<file path="src/rtl/issue_scoreboard.sv">
// Scoreboard issue controller: stalls RAW/WAW hazards on outstanding long-latency
// writes, drains outstanding writes before fences, and issues through a one-entry register.
module issue_scoreboard #(
    parameter int DATA_WIDTH      = 128,
    parameter int MAX_OUTSTANDING = 4
) (
    input  logic                  clk,
    input  logic                  rst,
    input  logic                  s_tvalid,
    output logic                  s_tready,
    input  logic [DATA_WIDTH-1:0] s_tdata,
    input  logic [4:0]            s_rs1,
    input  logic [4:0]            s_rs2,
    input  logic [4:0]            s_rd,
    input  logic                  s_long,
    input  logic                  s_fence,
    output logic                  m_tvalid,
    input  logic                  m_tready,
    output logic [DATA_WIDTH-1:0] m_tdata,
    input  logic                  wb_valid,
    input  logic [4:0]            wb_rd,
    input  logic                  invalidate,
    output logic [31:0]           busy_o,
    output logic [3:0]            outstanding_o
);
    typedef enum logic {RUN, FENCE_WAIT} state_t;

    localparam logic [3:0] MAX_OUT = 4'(MAX_OUTSTANDING);

    state_t                state, state_nxt;
    logic [31:0]           busy;
    logic [3:0]            outstanding;
    logic                  vld_p1;
    logic [DATA_WIDTH-1:0] data_p1;

    logic        free, hazard, accept, set_en, clr_en;
    logic [31:0] set_vec, clr_vec;

    assign free   = !vld_p1 || m_tready;
    // Only the registered busy vector is consulted, so a writeback frees its
    // dependants one cycle later.
    assign hazard = busy[s_rs1] || busy[s_rs2] ||
                    (busy[s_rd] && (s_rd != 5'd0)) ||
                    (s_long && (s_rd != 5'd0) && (outstanding == MAX_OUT));

    always_comb begin
        state_nxt = state;
        s_tready  = 1'b0;
        case (state)
            RUN: begin
                if (s_tvalid && s_fence && (outstanding != 4'd0))
                    state_nxt = FENCE_WAIT;
                else
                    s_tready = free && !hazard;
            end
            FENCE_WAIT: begin
                if (outstanding == 4'd0)
                    state_nxt = RUN;
            end
            default: state_nxt = RUN;
        endcase
        if (invalidate) begin
            s_tready  = 1'b0;
            state_nxt = RUN;
        end
    end

    assign accept  = s_tvalid && s_tready;
    assign set_en  = accept && s_long && (s_rd != 5'd0);
    assign clr_en  = wb_valid && (wb_rd != 5'd0) && busy[wb_rd];
    assign set_vec = set_en ? (32'd1 << s_rd) : 32'd0;
    assign clr_vec = clr_en ? (32'd1 << wb_rd) : 32'd0;

    always_ff @(posedge clk) begin
        if (rst) begin
            state       <= RUN;
            busy        <= '0;
            outstanding <= '0;
        end else begin
            state <= state_nxt;
            busy  <= (busy & ~clr_vec) | set_vec;
            if (set_en && !clr_en)
                outstanding <= outstanding + 4'd1;
            else if (clr_en && !set_en)
                outstanding <= outstanding - 4'd1;
        end
    end

    // Issue stage boundary: invalidate drops the held instruction ahead of any accept.
    always_ff @(posedge clk) begin
        if (rst) begin
            vld_p1  <= 1'b0;
            data_p1 <= '0;
        end else if (invalidate) begin
            vld_p1 <= 1'b0;
        end else if (accept) begin
            vld_p1  <= 1'b1;
            data_p1 <= s_tdata;
        end else if (free) begin
            vld_p1 <= 1'b0;
        end
    end

    a_wb_legal: assert property (@(posedge clk) disable iff (rst)
        wb_valid |-> ((wb_rd != 5'd0) && busy[wb_rd]));

    assign m_tvalid      = vld_p1;
    assign m_tdata       = data_p1;
    assign busy_o        = busy;
    assign outstanding_o = outstanding;
endmodule

</file>
<file path="config.mk">
export PLATFORM = sky130hd
export DESIGN_NAME = issue_scoreboard
export DESIGN_NICKNAME = d
export VERILOG_FILES = /design/src/rtl/issue_scoreboard.sv
export SDC_FILE = /design/constraint.sdc
export NUM_CORES = 1
export LEC_CHECK = 0
export ABC_AREA = 1
export CORE_MARGIN = 1
export CORE_UTILIZATION = 47
export CTS_CLUSTER_DIAMETER = 200
export CTS_CLUSTER_SIZE = 24
export DETAILED_ROUTE_END_ITERATION = 10
export PLACE_DENSITY = 0.84
export SLEW_MARGIN = 30
export SYNTH_ARGS = -nofsm -noshare
export SYNTH_HDL_FRONTEND = slang
export SYNTH_SLANG_ARGS = --single-unit
</file>
<file path="constraint.sdc">
create_clock -name clk -period 7.29 [get_ports clk]
set_input_delay 0.729 -clock clk [delete_from_list [all_inputs] [get_ports clk]]
set_output_delay 0.729 -clock clk [all_outputs]
set_load 0.05 [all_outputs]
</file>
# After elaboration in Yosys (flattened, before gate mapping)
# Cells that the tools add are included.
# word_totals
regBits	166
in_bits	156
word_cells	68
# op_classes
addsub	2
n_lt_le_gt_ge	4
n_eq_ne	1
n_shift	2
muxes	20
bitwise	5
reduce_logical	29
# ops
operator	n
$mux W32	2
$shl A1 B5 Y32 const A	2
$and A32 B32 Y32	1
$not A32 Y32	1
$or A32 B32 Y32	1
$lt A5 B6 Y1 const B	4
$bmux W1 S5	4
$logic_and A1 B1 Y1	13
$mux W1	11
$reduce_bool A5 Y1	2
$mux W4	2
$add A4 B1 Y4 const B	1
$eq A4 B3 Y1 const B	1
$logic_not A1 Y1	4
$logic_not A4 Y1	1
$logic_or A1 B1 Y1	4
$reduce_bool A2 Y1	2
$reduce_bool A4 Y1	1
$sub A4 B1 Y4 const B	1
$not A1 Y1	2
$pmux W1 S2	1
$reduce_and A2 Y1	1
$reduce_or A2 Y1	1

# Depth between registers and ports, before layout
# Gate-level depths: netlist (run 1).
# depth
word_depth	17
ltp_mapped	27

# Worst setup path before layout (run 1)
# OpenSTA, ideal clock, no wires.
# synth_path
path_type	input port to flip-flop
from	input port s_rs2[0]
to	register outstanding[3] (netlist: outstanding_o[3])
setup_ps	121
arrival_ps	3616
slack_ps	3553
path_stages	27
path_buffers	4
cell_sequence	buf_6 clkinv_2 buf_6 nand2_1 nand3_1 nand3_1 nand3_1 nand2_1 nand2_1 nand2_1 nor2_1 nand2_2 inv_2 nand2_2 buf_4 buf_2 nor2_1 ha_1 inv_1 ha_1 and3_1 a211oi_1 nor2_1 nor2_1 nand2_1 o21ai_0 a21oi_1
# synth_between
elab_chain_cells	16
word_cells_on_any_way	18
cone_classes	6 x mux; 12 x reduce/logical
# synth_rtl
item	line	text
start, declared	13	input logic [4:0] s_rs2,
$bmux W1 S5 (*)	42	assign hazard = busy[s_rs1] || busy[s_rs2] ||
$mux W1 (not written as such) (*)	42	
$logic_or A1 B1 Y1 (*) (2 in a row)	42	
$logic_or A1 B1 Y1 (*)	43	(busy[s_rd] && (s_rd != 5'd0)) ||
$logic_not A1 Y1 (*)	54	s_tready = free && !hazard;
$logic_and A1 B1 Y1 (*)	54	
$mux W1 (*)	51	if (s_tvalid && s_fence && (outstanding != 4'd0))
$mux W1 (*)	49	case (state)
$mux W1 (*)	62	if (invalidate) begin
net s_tready	10	output logic s_tready,
$logic_and A1 B1 Y1 (*)	68	assign accept = s_tvalid && s_tready;
$logic_and A1 B1 Y1 (*) (2 in a row)	69	assign set_en = accept && s_long && (s_rd != 5'd0);
$logic_not A1 Y1	84	else if (clr_en && !set_en)
$logic_and A1 B1 Y1	84	
$reduce_bool A2 Y1 (no source line)	--	
end signal, assigned	83	outstanding <= outstanding + 4'd1;
end signal, assigned	85	outstanding <= outstanding - 4'd1;
end, declared	32	logic [3:0] outstanding;
# Mark *: on every way through the listed nets, which the timed path passes. The rest lies on a longest branch. The select of a mux whose other input is x is not followed.
# A chain may end at the register's enable or synchronous reset.

# Final worst setup path (run 1)
# layout_path
from	input port s_rd[4]
to	register outstanding[3] (netlist: outstanding_o[3])
# layout_between
elab_chain_cells	16
word_cells_on_any_way	21
cone_classes	6 x mux; 15 x reduce/logical
# layout_rtl
item	line	text
start, declared	14	input logic [4:0] s_rd,
$bmux W1 S5	43	
$mux W1 (not written as such)	43	
$logic_and A1 B1 Y1	43	
$logic_or A1 B1 Y1	42	
$logic_or A1 B1 Y1	43	
$logic_not A1 Y1	54	
$logic_and A1 B1 Y1	54	
$mux W1	51	
$mux W1	49	
$mux W1	62	
$logic_and A1 B1 Y1	68	
$logic_and A1 B1 Y1	69	
$logic_and A1 B1 Y1 (*)	69	
$logic_not A1 Y1	84	
$logic_and A1 B1 Y1	84	
$reduce_bool A2 Y1 (no source line)	--	
# Mark *: on every way between the ends. The rest lies on a longest branch, timed or not. The select of a mux whose other input is x is not followed.

==> impl_results.md, run 1 <==
* WL final at 30500 um
* WP data arrival at 4820 ps
* Max_slew headroom at 38.5%
* Synth cell count leaders: nor2_1 (339), nand2_1 (204), dfxtp_1 (166)
* Routability congestion estimate at 1.01
* Pre-CTS setup slack at between 2000 and 2500 ps
* Crit path max fanout at 33
* Post-DRT Antenna Nets at 0
* Final Util at between 70 and 80%
* Setup crit end kind: flip-flop
* # IOs at 322
* NetSw at about 0.78 mW
* Layout area overhead at 46.6%
* Register area share after synthesis at 41.4%
* Worst Tran Pin Value at 920 ps
* Clock Skews at 10.4 ps
* Final hold vios at 0
* Placed cell areas at 11100 um^2
* P per Cell Area at between 200 and 250 nW/um^2
* Clock Tree Root: clkbuf_16
* Iter 0 DRT Violations at 903
* Initial core utilization at between 40% and 50%
* CTS Buf Count at 17
* Hpwl dp at 21600 um
* Worst R2R Path Depth at 15
* Most area-consuming cells after synthesis: dfxtp_1 (41%), nor2_1 (16%), nand2_1 (9.5%), nand3_1 (6.2%), o21ai_0 (5.8%)
* H-tree levels at 4
* CTS Buffer Depth at 2
* Total GRT Usage at 34.1%
* First-pass GRT wire length at 46400 um
* Synthesized cell area at between 8000 and 9000 um^2
* Worst Setup Slack, final at 2780 ps
* GRT Residual Overflow at 0
* EDFF count, synth at 0
* Top-count cell post-synth: nor2_1
* Synth Flop Type: dfxtp_1
* CTS tree: done
* Sw frac at a little under a third
* CTS clk-pin slew, worst paths at 60 ps
* Syn Inst Count at approximately 1200
* Synth Net Count at 1383
* Setup CP Type: in -> reg
* Clock latency on the worst-skew pair at 430 ps
* Max-Cap Viols at 0
* Outcome: finished clean
* Synth unique cells at 39
* Post-Layout Inst Area at 11800 um^2
* Top cell type's share of synthesized area at between 40% and 50%
* Die footprint at 17600 um^2
* Design Power at 2.51 mW
* Max frequency at 222 MHz
* Largest net degree at the start of global routing at 101
* Internal at 1.73 mW
* NumNets Final at 1646
* Gates resized, CTS repair at 0
* Period utilization at 61.8%
* Post-CTS Hold Buffers at 0
* WP data required at 7600 ps
* DRT Pass-1 Iters at 5
* CORE AREA at 16600 um^2
* Clk pwr share at 37.9%
* Reg power frac at 39.3%
* Post-CTS Setup Bufs at 0
* Initial antenna violation count at 4
* Residual DRC at 0
* Flops & latches, synth at 166
* Share of cells above drive strength 1 at 3.40%
* Peak VDD IR at approximately 0.17 mV
* Port Buffers at approximately 320
* Final TNS setup at 0 ps
* Worst hold path cell count at 2
* Vias per cell at 5.39
* Synth async-reset ratio at 0%
* CP startpoint kind: input port
* Vias in the first global route at slightly below 9000
* Slew Limit Fails at 0
* Endpoints failing setup at 0
* Chip Height at about 130 um
* Routed len/inst at approximately 18 um
* Final min period at roughly 4500 ps
* Vias at between 9000 and 10000
* RSZ-0062 raised after global routing: false
* Mean Syn Cell Area at 6.56 um^2
* Synth area leader: dfxtp_1
* Ys Warns at 0
* Gate power share at between 20 and 25%
* Die W at 133 um
* Leakage at 4.86 nW
* # rows at 47
* Sink Count at approximately 170
* Hold Path Class: reg -> reg
power by group through the flow:
| stage | Clock, mW | Sequential, mW | Combinational, mW |
|---|---|---|---|
| 2_1_floorplan | 0 | 1.17 | 0.173 |
| 3_3_place_gp | 0 | 1.00 | 0.563 |
| 3_5_place_dp | 0 | 1.00 | 0.566 |
| 4_1_cts | 0.961 | 0.985 | 0.571 |
| 5_1_grt | 0.997 | 0.991 | 0.606 |
| 6_report | 0.952 | 0.985 | 0.573 |
final cells by class:
type                    instances  area, um^2
fillers                      1360        4890
well taps                     220         275
repair buffers                328        3270
flip-flops and latches        166        3320
diodes                          3        7.51
clock inverters                12         169
clock buffers                  20         457
multi-input cells             900        3980
inverters                      73         278
cell families (layout without fill, tap and decap cells):
family / Yosys count / count (layout) / share of synthesized area [%]
compound gates: 201 / 201 / 12.9
xor+xnor: 2 / 2 / 0.218
fa+ha+maj: 4 / 4 / 0.718
buf+inv: 157 / 433 / 9.03
flops: 166 / 166 / 41.4
other cells: 0 / 3 / 0
simple gates: 693 / 693 / 35.7
placed cells by master, fill, tap and decap left out, types with 3 or more instances in the layout:
cell,instances
nor2_1,339
clkdlybuf4s50_1,321
nand2_1,204
dfxtp_1,166
nand3_1,99
o21ai_0,93
inv_1,63
o21ai_1,53
a21oi_1,42
nand4_1,35
clkbuf_16,17
buf_4,6
inv_2,5
nor4_1,5
o211ai_1,4
clkinvlp_4,4
diode_2,3
clkinv_1,3
ha_1,3
bufinv_16,3
clkinv_4,3
metal layers:
metal  track usage (%)  vias to the layer above  routed length (um)
li1                  -                     4488                   -
met1              38.3                     4255               11300
met2              55.6                      461               14300
met3              12.8                       84                3410
met4              19.2                        2                1520
met5                 0                        -                  12
worst paths after layout:
path                                 start          endpoint  slack [ps]
worst min register to register    m_tvalid          m_tvalid         490
worst max register to register  busy_o[27]  outstanding_o[3]        3790
worst min-delay path              m_tvalid          m_tvalid         490
worst max-delay path               s_rd[4]  outstanding_o[3]        2780
through the flow:
step                      cells  hold slack, ps
after floorplan            1223             488
after global placement     1687             475
after detailed placement   1687             484
after CTS                  1719             496
after global routing       1722             526
final                      1722             495
critical path, cell delays in order:
cell and delay, ps:
clkdlybuf4s50_1 900, clkinv_1 570, nand2_1 190, nand2_1 100, o21ai_1 140, inv_1 60
nand2_1 60, nor2_1 50, nand2_2 90, inv_2 60, nand2_4 280, nor2_1 80
ha_1 240, inv_1 120, ha_1 270, and3_1 180, a211oi_1 250, nor2_1 70
nor2_1 90, nand2_1 70, o21ai_0 140, a21oi_1 50
state kept, by name, indices dropped and copies added (netlist names):
name,flops
m_tdata,128
outstanding_o,4
state,1
m_tvalid,1
busy_o,32
(Power assumes the default switching activity.)
==> run 2: changes to the inputs <==
--- a/config.mk
+++ b/config.mk
@@ -7,11 +7,11 @@
 export LEC_CHECK = 0
 export ABC_AREA = 1
 export CORE_MARGIN = 1
-export CORE_UTILIZATION = 47
+export CORE_UTILIZATION = 40
 export CTS_CLUSTER_DIAMETER = 200
 export CTS_CLUSTER_SIZE = 24
 export DETAILED_ROUTE_END_ITERATION = 10
-export PLACE_DENSITY = 0.84
+export PLACE_DENSITY = 0.76
 export SLEW_MARGIN = 30
 export SYNTH_ARGS = -nofsm -noshare
 export SYNTH_HDL_FRONTEND = slang
==> constraint.sdc (replaced) <==
create_clock -name clk -period 3.65 [get_ports clk]
set_input_delay 0.365 -clock clk [delete_from_list [all_inputs] [get_ports clk]]
set_output_delay 0.365 -clock clk [all_outputs]
set_load 0.05 [all_outputs]
==> run 2 against run 1 <==
Global-route usage is 4.3 points lower. First-iteration DRC count is 18% lower. Sequential share of layout area is 0.66 points lower. Setup slack worse by 2400 ps. Non-clock buffer count is 34 higher. Highest routed layer is now met4. Cell area is 2.4% higher. Sequential cell count stayed put. Wire length is 2.3% higher. Critical path depth is 2 higher. Clock power is 83% higher. Clock-buffer cell count is 2 higher. Critical endpoint unchanged. Die area is 17% higher.
==> impl_results.md, run 2 (synthesized netlist as in run 1, its figures left out) <==
* Residual DRC at 0 (unchanged)
* Max frequency at 309 MHz
* WP data arrival at 3550 ps (-1270 ps)
* Hpwl dp at 22400 um (+3.7%)
* Peak VDD IR at 0.320 mV (+91%)
* # IOs at 322 (unchanged)
* Worst setup endpoint: outstanding_o[3]
* Post-CTS Hold Buffers at 0 (unchanged)
* Reg2reg start: busy_o[10]
* WL final at 31200 um (+2.3%)
* Fill cell count at 1837 (+35%)
* CORE AREA at 19600 um^2 (+18%)
* Worst hold path cell count at 2 (unchanged)
* Critical R2R Capture: m_tdata[87]
* RSZ-0062 raised after global routing: false
* H-tree levels at 4 (unchanged)
* Chip Height at 144 um (+8.3%)
* CTS clk-pin slew, worst paths at 60 ps (about the same)
* Setup CP Type: in -> reg
* Share of cells above drive strength 1 at 5.42% (+2.0 points)
* Leakage at 5.02 nW (+3.3%)
* DRT Pass-1 Iters at 7 (+2)
* Crit path max fanout at 11 (-67%)
* Die W at 144 um (+8.3%)
* WHS at 498 ps (+3.35 ps)
* NumNets Final at 1680 (+2.1%)
* Post-CTS Setup Bufs at 0 (unchanged)
* Vias in the first global route at 8671 (-0.33%)
* Endpoints failing setup at 0 (unchanged)
* Final Util at 61.4% (-9.2 points)
* Clock latency on the worst-skew pair at 430 ps (about the same)
* Final TNS setup at 0 ps (unchanged)
* CTS tree: done
* ANT cells at 0 (-3)
* Port Buffers at 321 (unchanged)
* P per Cell Area at 406 nW/um^2 (+90%)
* Period utilization at between 80% and 90%
* Largest net degree at the start of global routing at 121 (+20%)
* Top Usage Layer GRT: met2
* GRT Residual Overflow at 0 (unchanged)
* Commonest non-fill, non-tap cell in the layout: nor2_1
* Initial antenna violation count at 0 (-4)
* M2 GR Usage at 50.1% (-5.6 points)
* Iter 0 DRT Violations at 741 (-18%)
* # rows at 51 (+8.5%)
* Clock Tree Root: clkbuf_16
* Setup crit end kind: flip-flop
* CTS Buffer Depth at 2 (unchanged)
* R2R setup slack at 530 ps (-3260 ps)
* Worst Tran Pin Value at 928 ps (+8.27 ps)
* Outcome: finished clean
* Final hold vios at 0 (unchanged)
* Vias per cell at 5.21 (-3.5%)
* Most frequent cells in the layout: nor2_1 (339), clkdlybuf4s50_1 (320), nand2_1 (204)
* Slew Limit Fails at 0 (unchanged)
* Routability congestion estimate at 0.966 (-4.5%)
* Max-Cap Viols at 0 (unchanged)
* Post-DRT Antenna Nets at 0 (unchanged)
* Die footprint at 20600 um^2 (+17%)
* Hold Path Class: reg -> reg
* Vias at 9358 (+0.73%)
* Met3 Usage GRT at 8.73% (-4.1 points)
* CP startpoint kind: input port
* Design Power at 4.89 mW (+95%)
* Pre-CTS setup slack at 3.15 ps (-2420 ps)
* Max FFs per register at 128 (unchanged)
* Worst R2R Path Depth at 16 (+1)
* Layout area overhead at 50.1%
* CTS Buf Count at 17 (unchanged)
* Gates resized, CTS repair at 0 (unchanged)
* Routed len/inst at 17.4 um (-2.0%)
* Initial core utilization at 40.9% (-7.3 points)
* Max_slew headroom at 38.0% (-0.43 points)
* Sink Count at 166 (unchanged)
* Worst Setup Slack, final at 413 ps (-2370 ps)
* CP startpoint: s_rs2[0]
* M1 GR Usage at 34.4% (-3.9 points)
* Clock Skews at 15.4 ps (+5.03 ps)
* Total GRT Usage at 29.8% (-4.3 points)
* WP data required at 3960 ps (-3640 ps)
* Hold_sp: m_tvalid
* First-pass GRT wire length at 46900 um (+1.1%)
* Final min period at ~3200 ps
==> run 2: stage by stage <==
step	area (um^2)	cells
after floorplan	8020	1223
after global placement	11500	1766
after detailed placement	11500	1766
after CTS	12000	1797
after global routing	12000	1797
final	12000	1797
==> run 2: area by class of cell <==
cell class              count  area (um^2)  area share, %
clock buffers              22          464           3.86
clock inverters             9         93.8          0.780
inverters                  73          279           2.32
multi-input cells         900         3980           33.0
flip-flops and latches    166         3320           27.6
well taps                 265          332           2.75
repair buffers            362         3570           29.6
==> run 2: metal layers <==
layer | vias up | routed length [um]
li1 | 4537 | -
met1 | 4344 | 12200
met2 | 404 | 15100
met3 | 73 | 2670
met4 | 0 | 1270
met5 | - | 0
==> run 2: how the worst min path moves through the flow <==
stage,endpoint,slack (ps)
4_1_cts,busy_o[2],500
3_3_place_gp,busy_o[2],470
3_5_place_dp,m_tdata[91],480
5_1_grt,m_tdata[79],510
2_1_floorplan,state,490
6_report,m_tvalid,500
==> run 2: power breakdown <==
part / switching (mW) / internal (mW) / total, mW
registers: 0.0551 / 1.91 / 1.97
clock network: 0.759 / 0.980 / 1.74
logic: 0.741 / 0.441 / 1.18
==> run 2: worst max-delay path, stage by stage <==
cell,delay (ps)
clkdlybuf4s50_1,530
buf_4,190
nand2_1,70
nand3_1,80
nand2_1,50
nand2_1,50
nand3_1,70
nand3b_1,120
nand2_1,80
nor2_1,180
nand2_2,110
inv_2,90
nand2_4,40
nor2_1,90
ha_1,170
inv_1,80
ha_1,320
and3_1,180
a211oi_1,240
nor2_1,70
nor2_1,80
nand2_1,60
o21ai_0,140
a21oi_1,50
